File: src/rtl/tube_arbiter.sv
// Three-way arbiter choosing which requester's 32-bit word drives the seven-segment tube.
// A granted word is held for HOLD_CYCLES before others may take over; the owner may refresh meanwhile.
module tube_arbiter #(
  parameter logic [31:0] HOLD_CYCLES = 32'd50000000,
  parameter logic [31:0] IDLE_DATA   = 32'h00000000
) (
  input  logic        clk,
  input  logic        rst,
  input  logic [2:0]  req_valid,
  input  logic [31:0] req_data0,
  input  logic [31:0] req_data1,
  input  logic [31:0] req_data2,
  output logic [2:0]  req_ready,
  output logic [31:0] show_data,
  output logic [1:0]  owner,
  output logic        hold_active
);

  typedef enum logic [1:0] {IDLE, SHOW, LINGER} state_t;

  state_t      state_q;
  logic [31:0] cnt_q;
  logic [31:0] cnt_d;
  logic [31:0] show_q;
  logic [1:0]  owner_q;
  logic [1:0]  last_q;
  logic        hold_q;

  logic [1:0]  rr_start;
  logic [2:0]  rr_pos;
  logic [1:0]  rr_idx;
  logic        rr_found;
  logic [2:0]  ready_d;
  logic        transfer;
  logic [1:0]  grant_idx;
  logic [31:0] grant_data;

  // Round-robin search begins just after the last granted index, so the current owner comes last.
  always_comb begin
    rr_start = (last_q == 2'd2) ? 2'd0 : last_q + 2'd1;
    rr_pos   = 3'd0;
    rr_idx   = 2'd0;
    rr_found = 1'b0;
    for (int k = 0; k < 3; k++) begin
      rr_pos = {1'b0, rr_start} + k[2:0];
      if (rr_pos >= 3'd3) begin
        rr_pos = rr_pos - 3'd3;
      end
      if (!rr_found && req_valid[rr_pos[1:0]]) begin
        rr_found = 1'b1;
        rr_idx   = rr_pos[1:0];
      end
    end
  end

  always_comb begin
    ready_d = 3'b000;
    if (!rst) begin
      case (state_q)
        SHOW: begin
          if (cnt_q != 32'd0) begin
            if (req_valid[owner_q]) begin
              ready_d[owner_q] = 1'b1;
            end
          end else if (rr_found) begin
            ready_d[rr_idx] = 1'b1;
          end
        end
        default: begin
          if (rr_found) begin
            ready_d[rr_idx] = 1'b1;
          end
        end
      endcase
    end
  end

  always_comb begin
    transfer  = |ready_d;
    grant_idx = ready_d[1] ? 2'd1 : (ready_d[2] ? 2'd2 : 2'd0);
    case (grant_idx)
      2'd1:    grant_data = req_data1;
      2'd2:    grant_data = req_data2;
      default: grant_data = req_data0;
    endcase
    if (transfer) begin
      cnt_d = HOLD_CYCLES - 32'd1;
    end else if (cnt_q != 32'd0) begin
      cnt_d = cnt_q - 32'd1;
    end else begin
      cnt_d = cnt_q;
    end
  end

  always_ff @(posedge clk) begin
    if (rst) begin
      state_q <= IDLE;
      show_q  <= IDLE_DATA;
      owner_q <= 2'd3;
      cnt_q   <= 32'd0;
      last_q  <= 2'd2;
      hold_q  <= 1'b0;
    end else begin
      cnt_q  <= cnt_d;
      hold_q <= (cnt_d != 32'd0);
      if (transfer) begin
        state_q <= SHOW;
        show_q  <= grant_data;
        owner_q <= grant_idx;
        last_q  <= grant_idx;
      end else if (state_q == SHOW && cnt_q == 32'd0) begin
        state_q <= LINGER;
      end
    end
  end

  assign req_ready   = ready_d;
  assign show_data   = show_q;
  assign owner       = owner_q;
  assign hold_active = hold_q;

endmodule

File: config.mk
export PLATFORM = sky130hd
export DESIGN_NAME = tube_arbiter
export DESIGN_NICKNAME = d
export VERILOG_FILES = /design/src/rtl/tube_arbiter.sv
export SDC_FILE = /design/constraint.sdc
export NUM_CORES = 1
export LEC_CHECK = 0
export CAP_MARGIN = 40
export CORE_UTILIZATION = 25
export DETAILED_ROUTE_END_ITERATION = 7
export GPL_ROUTABILITY_DRIVEN = 0
export HOLD_SLACK_MARGIN = 0.15
export PLACE_DENSITY = 0.51
export SLEW_MARGIN = 20
export SYNTH_ARGS = -nofsm -noshare
export SYNTH_HDL_FRONTEND = slang
export SYNTH_SLANG_ARGS = --single-unit
File: constraint.sdc
create_clock -name clk -period 4.05 [get_ports clk]
set_input_delay 0.81 -clock clk [delete_from_list [all_inputs] [get_ports clk]]
set_output_delay 0.81 -clock clk [all_outputs]
set_load 0.01 [all_outputs]
## After elaboration in Yosys (flattened, before gate mapping)

Cells that the tools add are included.

| storage, ports and cells | value |
|---|---|
| input bits | 101 |
| word-level logic and storage cells | 75 |
| output and inout port bits | 38 |
| memories kept | 0 |
| register bits | 71 |
| ROM bits | 0 |
| memory bits (writable) | 0 |
| latch bits | 0 |

| cells by class | value |
|---|---|
| bitwise operators | 0 |
| div/mod/pow operators | 0 |
| shift operators | 0 |
| add/sub/neg operators | 7 |
| reduce and logical (&&, ||, !) cells | 13 |
| $lt $le $gt $ge | 10 |
| multiplexer cells | 34 |
| eq/ne operators | 4 |
| multipliers | 0 |

Operators by type and width:

| kind | count |
|---|---|
| 32-bit two-way mux | 2 |
| 32-bit one-hot mux with 2 select lines | 1 |
| 32-bit nonzero test | 2 |
| 32-bit logical NOT | 1 |
| 32-bit by 1-bit subtractor with 32-bit output, second input constant | 1 |
| 2-bit two-way mux | 9 |
| 2-bit by 3-bit less-than comparator with 1-bit output, second input constant | 5 |
| 3-bit two-way mux | 5 |
| 1-bit two-way mux | 11 |
| 1-bit binary-select mux with 2-bit select | 4 |
| 3-bit by 2-bit greater-or-equal comparator with 1-bit output, second input constant | 2 |
| 2-bit subtractor, second input constant | 3 |
| 1-bit logical AND | 5 |
| 1-bit demux with 2-bit select | 2 |
| 2-bit by 1-bit == test with 1-bit output, second input constant | 2 |
| 2-bit == test, second input constant | 2 |
| 2-bit by 1-bit greater-or-equal comparator with 1-bit output, second input constant | 2 |
| 4-bit OR reduction | 1 |
| 2-bit by 1-bit adder with 3-bit output, second input constant | 1 |
| 2-bit by 2-bit adder with 3-bit output, second input constant | 1 |
| 3-bit OR reduction | 1 |
| 2-bit by 1-bit adder with 2-bit output, second input constant | 1 |
| 2-bit greater-or-equal comparator, second input constant | 1 |
| 1-bit logical NOT | 2 |
| 2-bit nonzero test | 1 |

## Longest topological paths before layout

Gate-level depths: netlist of run 1.

| depth | value |
|---|---|
| depth after elaboration | 25 |
| gate-level depth with buffers | 13 |

## Worst setup path before layout of run 1

Ideal clock, no wire load.

| timing path | value |
|---|---|
| kind | register -> output |
| from | reg cnt_q[12] |
| to | out req_ready[1] |
| slack | 0.513 ns |
| cell stages (with the launch flop) | 11 |
| data required time | 3.240 ns |
| arrival time | 2.727 ns |
| path through | dfxtp_1 > buf_6 > or4_4 > buf_6 > or4b_1 > clkbuf_2 > nor4_4 > o21ai_2 > a21oi_4 > buf_2 > buf_4 |

| between the ends | value |
|---|---|
| cells in the longest elaborated chain, start to end | 4 |

Ends and longest elaborated chain:

| item | line | source |
|---|---|---|
| start, declared | 22 | `logic [31:0] cnt_q;` |
| start signal, assigned | 104 | `cnt_q <= cnt_d;` |
| 32-bit nonzero test | 61 | `if (cnt_q != 32'd0) begin` |
| 3-bit two-way mux | 61 |  |
| 3-bit two-way mux | 59 | `case (state_q)` |
| 3-bit two-way mux | 58 | `if (!rst) begin` |
| end, declared | 13 | `output logic [2:0] req_ready,` |

Every way passes these cells.

## Worst setup path after layout of run 1

| timing path | value |
|---|---|
| from | reg cnt_q[12] |
| to | out req_ready[0] |

The elaborated chain is that of the path after synthesis.

==> results of run 1 <==
## cell families (layout without fill, tap and decap cells)
family	after synthesis	in the layout	share of synthesized area [%]
compound gates	125	125	23.8
xor+xnor	24	24	5.62
fa+ha+maj	2	2	0.669
buf+inv	34	174	5.59
flops	70	70	37.5
mux	2	2	0.535
simple gates	203	203	26.4
## power breakdown
part / total, mW / switching, mW / internal [mW]
sequential: 0.891 / 0.0936 / 0.797
clock: 0.919 / 0.316 / 0.603
combinational: 0.818 / 0.410 / 0.407
## sequential cells by signal, indices dropped and copies added, names as in the netlist
name / count
state_q: 2
hold_active: 1
owner: 2
show_data: 32
last_q: 1
cnt_q: 32
## cell usage after synthesis (2+ instances only)
master / n / area [um^2]
a211oi_1: 19 / 143
a21o_1: 2 / 15.0
a21oi_1: 21 / 105
a221oi_1: 18 / 158
a311oi_1: 13 / 114
a31oi_1: 6 / 37.5
and2_1: 2 / 12.5
buf_2: 7 / 35.0
buf_4: 5 / 37.5
buf_6: 7 / 78.8
clkbuf_1: 12 / 45.0
dfxtp_1: 70 / 1400
ha_1: 2 / 25.0
inv_1: 2 / 7.51
mux2i_1: 2 / 20.0
nand2_1: 58 / 218
nand2b_1: 7 / 43.8
nand3_1: 7 / 35.0
nand4_1: 3 / 18.8
nor2_1: 73 / 274
nor2b_1: 3 / 18.8
nor3_1: 9 / 45.0
nor3b_1: 3 / 22.5
nor4_1: 9 / 56.3
nor4b_1: 2 / 17.5
o211ai_1: 2 / 15.0
o21ai_0: 24 / 120
o21ai_2: 2 / 17.5
o31ai_1: 2 / 15.0
or2_2: 5 / 31.3
or3_1: 6 / 37.5
or4_1: 6 / 45.0
or4b_2: 2 / 20.0
xnor2_1: 17 / 149
xor2_1: 7 / 61.3
## cells in the final DEF (no fill, tap or decap), drive strengths merged, types with 2 or more instances in the layout
cell	n
a211oi	19
a21o	2
a21oi	22
a221oi	18
a311oi	13
a31oi	6
and2	2
buf	19
bufinv	3
clkbuf	9
clkdlybuf4s50	135
clkinv	2
clkinvlp	2
dfxtp	70
dlymetal6s2s	2
ha	2
inv	2
mux2i	2
nand2	58
nand2b	8
nand3	7
nand4	3
nor2	75
nor2b	3
nor3	9
nor3b	3
nor4	11
nor4b	2
o211ai	2
o21ai	27
o31ai	2
or2	5
or3	6
or4	7
or4b	3
xnor2	17
xor2	7
## worst register-to-register path, stage by stage, from the launching register on
cell      delay (ns)
dfxtp_1         0.37
or4_4           0.59
or4b_4          0.58
nor4_4          0.26
buf_4           0.18
buf_4           0.12
nor4_2          0.05
nor2_2          0.46
and2_1          0.24
buf_4           0.32
nand2b_2        0.26
a21oi_1         0.17
## routing by layer
| layer | global-route usage [%] | routed length, um | vias to the layer above |
|---|---|---|---|
| li1 | - | - | 1951 |
| met2 | 26.3 | 5670 | 132 |
| met3 | 5.33 | 1020 | 22 |
| met5 | 0 | 13 | - |
| met1 | 18.2 | 5220 | 1796 |
| met4 | 8.43 | 350 | 2 |
## how the worst max path moves through the flow
stage,from,end,slack (ns),cells after the start
2_1_floorplan,cnt_q[12]$_SDFF_PP0_,req_ready[1],0.51,10
3_3_place_gp,cnt_q[24]$_SDFF_PP0_,req_ready[2],0.31,6
3_5_place_dp,cnt_q[24]$_SDFF_PP0_,cnt_q[26]$_SDFF_PP0_,0.26,10
4_1_cts,cnt_q[12]$_SDFF_PP0_,req_ready[2],0.03,8
5_1_grt,cnt_q[12]$_SDFF_PP0_,cnt_q[11]$_SDFF_PP0_,0.12,11
6_report,cnt_q[12]$_SDFF_PP0_,req_ready[0],0.29,7
## cell type report
| cell class | instances | area share [%] |
|---|---|---|
| flip-flops and latches | 70 | 24.8 |
| clock inverters | 7 | 2.17 |
| inverters | 2 | 0.133 |
| well taps | 184 | 4.07 |
| repair buffers | 156 | 27.0 |
| clock buffers | 9 | 3.98 |
| multi-input cells | 356 | 37.9 |
## through the flow
stage               area, um^2  worst slack (ns)  total power, mW  utilization [%]  std cells
finish                    5660             0.289             2.63             38.8        784
global route              5660             0.121             2.77             38.8        784
CTS                       5650            0.0306             2.66             38.7        784
detailed placement        5260             0.260             1.73             36.1        764
global placement          5260             0.311             1.72             36.1        764
floorplan                 3740             0.513             1.36                -        460
## timing repair
item	4_1_cts	5_1_grt
setup endpoints to repair	3	3
cloned	0	0
pin swaps	2	0
buffers inserted	4	0
resized for setup	2	3
hold endpoints to repair	0	0
==> flow_summary_export.csv, run 1 <==
group,metric,value,unit
place,hpwlAfterDp,9160,um
die,fp.dieH,124,um
detailed_routing,num_vias,3903,
worst_setup_path,worstPathBufferInverterCount,2,
pwr,power.density,464,nW/um^2
place,numPortBuffers,138,
clock_network,htreeDepth,3,
detailed_routing,drtIter0Drc,137,
die,core_area,14600,um^2
pwr,p_leak,2.09,nW
clock_network,numCtsBuffers,9,
worst_setup_path,crit_fanout,7,
die,design.die.area,15500,um^2
yosys,yosysSeqAreaShare,37.5,%
finish,multi_input_area,2140,um^2
clock_network,worstSkewPairLatency,0.34,ns
finish,finalNetCount,698,
finish,area.growth.synth_to_final,51.3,%
die,io_pins,139,
clock_network,clock_sinks,70,
clock_network,cts.path.max_buffers,2,
sta,drv_slew,0,
yosys,mappedNetlistArea,3740,um^2
worst_setup_path,cp-start-kind,"flip-flop",
die,initial_core_util,25.6,%
hold_path,min_path_cells,2,
sta,timing.fmax,0.266,GHz
clock_network,clkTransAtPathRegs,0.06,ns
finish,register_area,1400,um^2
sta,worstMarginPinSlew,0.766,ns
sta,hold-worst-slack,0.494,ns
sta,setup_viol,0,
finish,n_antenna_cell,0,
finish,nFillCells,1479,
yosys,synth_edf_count,0,
global_routing,grt_start_max_net_pins,34,
status,status,"finished clean",
detailed_routing,drt-total-wl,12300,um
worst_setup_path,path_class,"reg -> out",
worst_setup_path,slowest_stage,"or4_4",
detailed_routing,drc,0,
hold_path,holdCritStartpoint,"show_data[13]$_SDFFE_PP0P_",
worst_setup_path,reg2reg_depth,11,
global_routing,gr-total-overflow,0,
worst_setup_path,cp_cell_sequence,"or4_4, nor4b_2, nand4_1, buf_4, a21o_1, a21oi_1, clkdlybuf4s50_1",
sta,finalCritPeriodShare,92.9,%
job,maxCapViolCount,0,
worst_setup_path,r2r_end,"cnt_q[11]$_SDFF_PP0_",
worst_setup_path,worstReg2RegStart,"cnt_q[12]$_SDFF_PP0_",
global_routing,grt_pass1_vias,3945,
worst_setup_path,required,3.24,ns
clock_network,cts_tree,"done",
worst_setup_path,max_stage_delay,0.59,ns
global_routing,grt_util_all_layers,15.9,%
hold_path,whs_endpoint,"show_data[13]$_SDFFE_PP0P_",
sta,finalCriticalPeriod,3.76,ns
pwr,irDropWorstVdd,0.000149,V
die,rows,44,
yosys,ys_types,60,
finish,drive_gt1_share,9.17,%
clock_network,cts-hold-fix-buffers,0,
yosys,async_flop_share,0,%
sta,slew_headroom,48.5,%
hold_path,hold_class,"reg -> reg",
yosys,ys_ff_latch,70,
detailed_routing,viasPerCell,4.98,
worst_setup_path,cp_top_family,"simple AND/OR/NAND/NOR gates",
die,die_x,124,um
worst_setup_path,rrSetupSlack,0.38,ns
yosys,ys.flop_type,"dfxtp_1",
sta,hold_viol_final,0,
global_routing,antenna_found_initial,1,
worst_setup_path,cp-end-kind,"primary output",
detailed_routing,ant_nets,0,
sta,fin_worst_skew,0.00796,ns
detailed_routing,wl_per_cell,15.7,um
sta,rsz0062_at_grt,"false",
yosys,netlist_instances,460,
yosys,postSynthAreaPerCell,8.13,um^2
global_routing,grt_pass1_wl,19700,um
sta,setup_tns,0,ns
yosys,synth_warnings,0,
clock_network,root_buffer,"clkbuf_16",
yosys,syn_nets,563,
detailed_routing,first_pass_iters,4,
worst_setup_path,arrival,2.95,ns
Power figures use the tool's default switching activity.
==> inputs of run 2 (changes only) <==
--- a/config.mk
+++ b/config.mk
@@ -6,11 +6,11 @@
 export NUM_CORES = 1
 export LEC_CHECK = 0
 export CAP_MARGIN = 40
-export CORE_UTILIZATION = 25
+export CORE_UTILIZATION = 35
 export DETAILED_ROUTE_END_ITERATION = 7
 export GPL_ROUTABILITY_DRIVEN = 0
 export HOLD_SLACK_MARGIN = 0.15
-export PLACE_DENSITY = 0.51
+export PLACE_DENSITY = 0.67
 export SLEW_MARGIN = 20
 export SYNTH_ARGS = -nofsm -noshare
 export SYNTH_HDL_FRONTEND = slang
==> run 2 against run 1 <==
Die area shrank 28%. Clock skew increased by 0.0023 ns. Largest power group is now sequential cells. Total power is 14% lower. Global-route usage rose by 5.0 points. Register-to-register slack gained 0.09 ns. Setup slack got worse by 0.15 ns. Sequential share of layout area increased by 1.2 points. Largest cell class unchanged. Cell area shrank 4.4%. Non-clock buffer count shrank 4. Final cell count decreased by 6.6%.
==> flow_summary_export.csv, run 2 (synthesized netlist as in run 1, its figures left out) <==
group,metric,value,unit
die,design.die.area,11100,um^2
status,status,"finished clean",
sta,worstMarginPinSlew,0.689,ns
place,hpwlAfterDp,8600,um
worst_setup_path,cp-start-kind,"flip-flop",
finish,area.growth.synth_to_final,44.6,%
sta,hold_viol_final,0,
global_routing,grt_start_max_net_pins,33,
worst_setup_path,startpoint,"cnt_q[24]$_SDFF_PP0_",
clock_network,root_buffer,"clkbuf_8",
worst_setup_path,crit_fanout,5,
worst_setup_path,cp-end-kind,"primary output",
global_routing,grt_pass1_vias,3815,
finish,final_common_cell,"clkdlybuf4s50_1",
finish,finalNetCount,694,
sta,fin_ws,0.139,ns
hold_path,hold_class,"reg -> reg",
die,initial_core_util,36.2,%
die,die_x,105,um
sta,drv_slew,0,
finish,n_antenna_cell,0,
die,io_pins,139,
sta,setup_viol,0,
sta,setup_tns,0,ns
die,fp.dieH,105,um
clock_network,htreeDepth,3,
global_routing,grt_util_all_layers,20.9,%
detailed_routing,first_pass_iters,4,
global_routing,gr-total-overflow,0,
job,maxCapViolCount,0,
sta,timing.fmax,0.256,GHz
worst_setup_path,worstReg2RegStart,"cnt_q[24]$_SDFF_PP0_",
clock_network,worstSkewPairLatency,0.34,ns
pwr,power.density,420,nW/um^2
pwr,p_leak,1.97,nW
clock_network,cts.path.max_buffers,2,
place,pre_cts_slack,0.358,ns
sta,finalCritPeriodShare,96.6,%
detailed_routing,drtIter0Drc,125,
die,core_area,10300,um^2
detailed_routing,wl_per_cell,15.7,um
detailed_routing,drc,0,
pwr,irDropWorstVdd,0.000187,V
die,rows,37,
clock_network,numCtsBuffers,9,
worst_setup_path,required,3.24,ns
finish,drive_gt1_share,8.39,%
finish,nFillCells,981,
sta,finalCriticalPeriod,3.91,ns
detailed_routing,drt-total-wl,11500,um
detailed_routing,num_vias,3906,
clock_network,cts_tree,"done",
worst_setup_path,path_class,"reg -> out",
sta,slew_headroom,53.8,%
clock_network,clock_sinks,70,
hold_path,holdCritStartpoint,"show_data[10]$_SDFFE_PP0P_",
place,numPortBuffers,138,
detailed_routing,ant_nets,0,
finish,mostFrequentLayoutCells,"137 x clkdlybuf4s50_1, 73 x nor2_1, 70 x dfxtp_1",
clock_network,clkTransAtPathRegs,0.07,ns
detailed_routing,viasPerCell,5.34,
sta,fin_worst_skew,0.0102,ns
worst_setup_path,arrival,3.10,ns
sta,rsz0062_at_grt,"false",
global_routing,grt_pass1_wl,18500,um
global_routing,antenna_found_initial,0,
run 2: cell types whose count changed in the layout (fill, tap and decap cells not counted), sizes merged:
cell           change
buf                -4
bufinv             -2
clkbuf             +1
dlymetal6s2s       -2
clkinv             +2
clkinvlp           -1
clkdlybuf4s50      +2
run 2: repair_timing:
item,4_1_cts,5_1_grt
setup buffers,1,0
endpoints found under the setup margin,2,3
hold buffers,0,0
pin swaps,1,1
resized for setup,2,1
run 2: per-layer routing:
metal | part of all wire [%] | GRT usage, % | vias to the layer above | wire length, um
met3 | 6.3 | 5.19 | 16 | 726
li1 | - | - | 1941 | -
met1 | 44 | 24.7 | 1825 | 5000
met4 | 1.4 | 7.85 | 0 | 166
met5 | 0 | 0 | - | 0
met2 | 49 | 36.4 | 124 | 5570
run 2: final timing paths:
| path | slack (ns) | cells past startpoint | endpoint |
|---|---|---|---|
| setup reg to reg | 0.47 | 11 | cnt_q[11]$_SDFF_PP0_ |
| hold reg to reg | 0.50 | 2 | show_data[10]$_SDFFE_PP0P_ |
| hold / removal | 0.50 | 2 | show_data[10]$_SDFFE_PP0P_ |
| setup / recovery | 0.14 | 6 | req_ready[2] |
run 2: power by group:
part,internal (mW),switching (mW),leakage [nW]
clock,0.299,0.265,0.102
sequential,0.796,0.0906,0.580
combinational,0.405,0.413,1.29
total,1.50,0.769,1.97
run 2: metrics by stage:
step	power (mW)	std cells	instance area [um^2]	hold slack (ns)	utilization [%]
floorplan	1.36	460	3740	0.476	-
global placement	1.70	715	5180	0.487	50.2
detailed placement	1.71	715	5180	0.493	50.2
CTS	2.29	732	5400	0.500	52.3
global route	2.41	732	5410	0.519	52.4
finish	2.27	732	5410	0.497	52.4
run 2: area by class of cell:
type	count	area [um^2]	area share, %
multi-input combinational	356	2150	39.7
clock inverter	6	61.3	1.13
sequential	70	1400	25.9
clock buffer	10	138	2.54
tap	136	170	3.15
timing repair buffer	152	1480	27.4
inverter	2	7.51	0.139
run 2: worst max-delay path, cell delays in order, from the launching register on:
cell	delay (ns)
dfxtp_1	0.36
or4_1	0.65
or4b_4	0.62
nor4_4	0.27
nor4_2	0.13
o21ba_4	0.21
clkdlybuf4s50_1	0.52
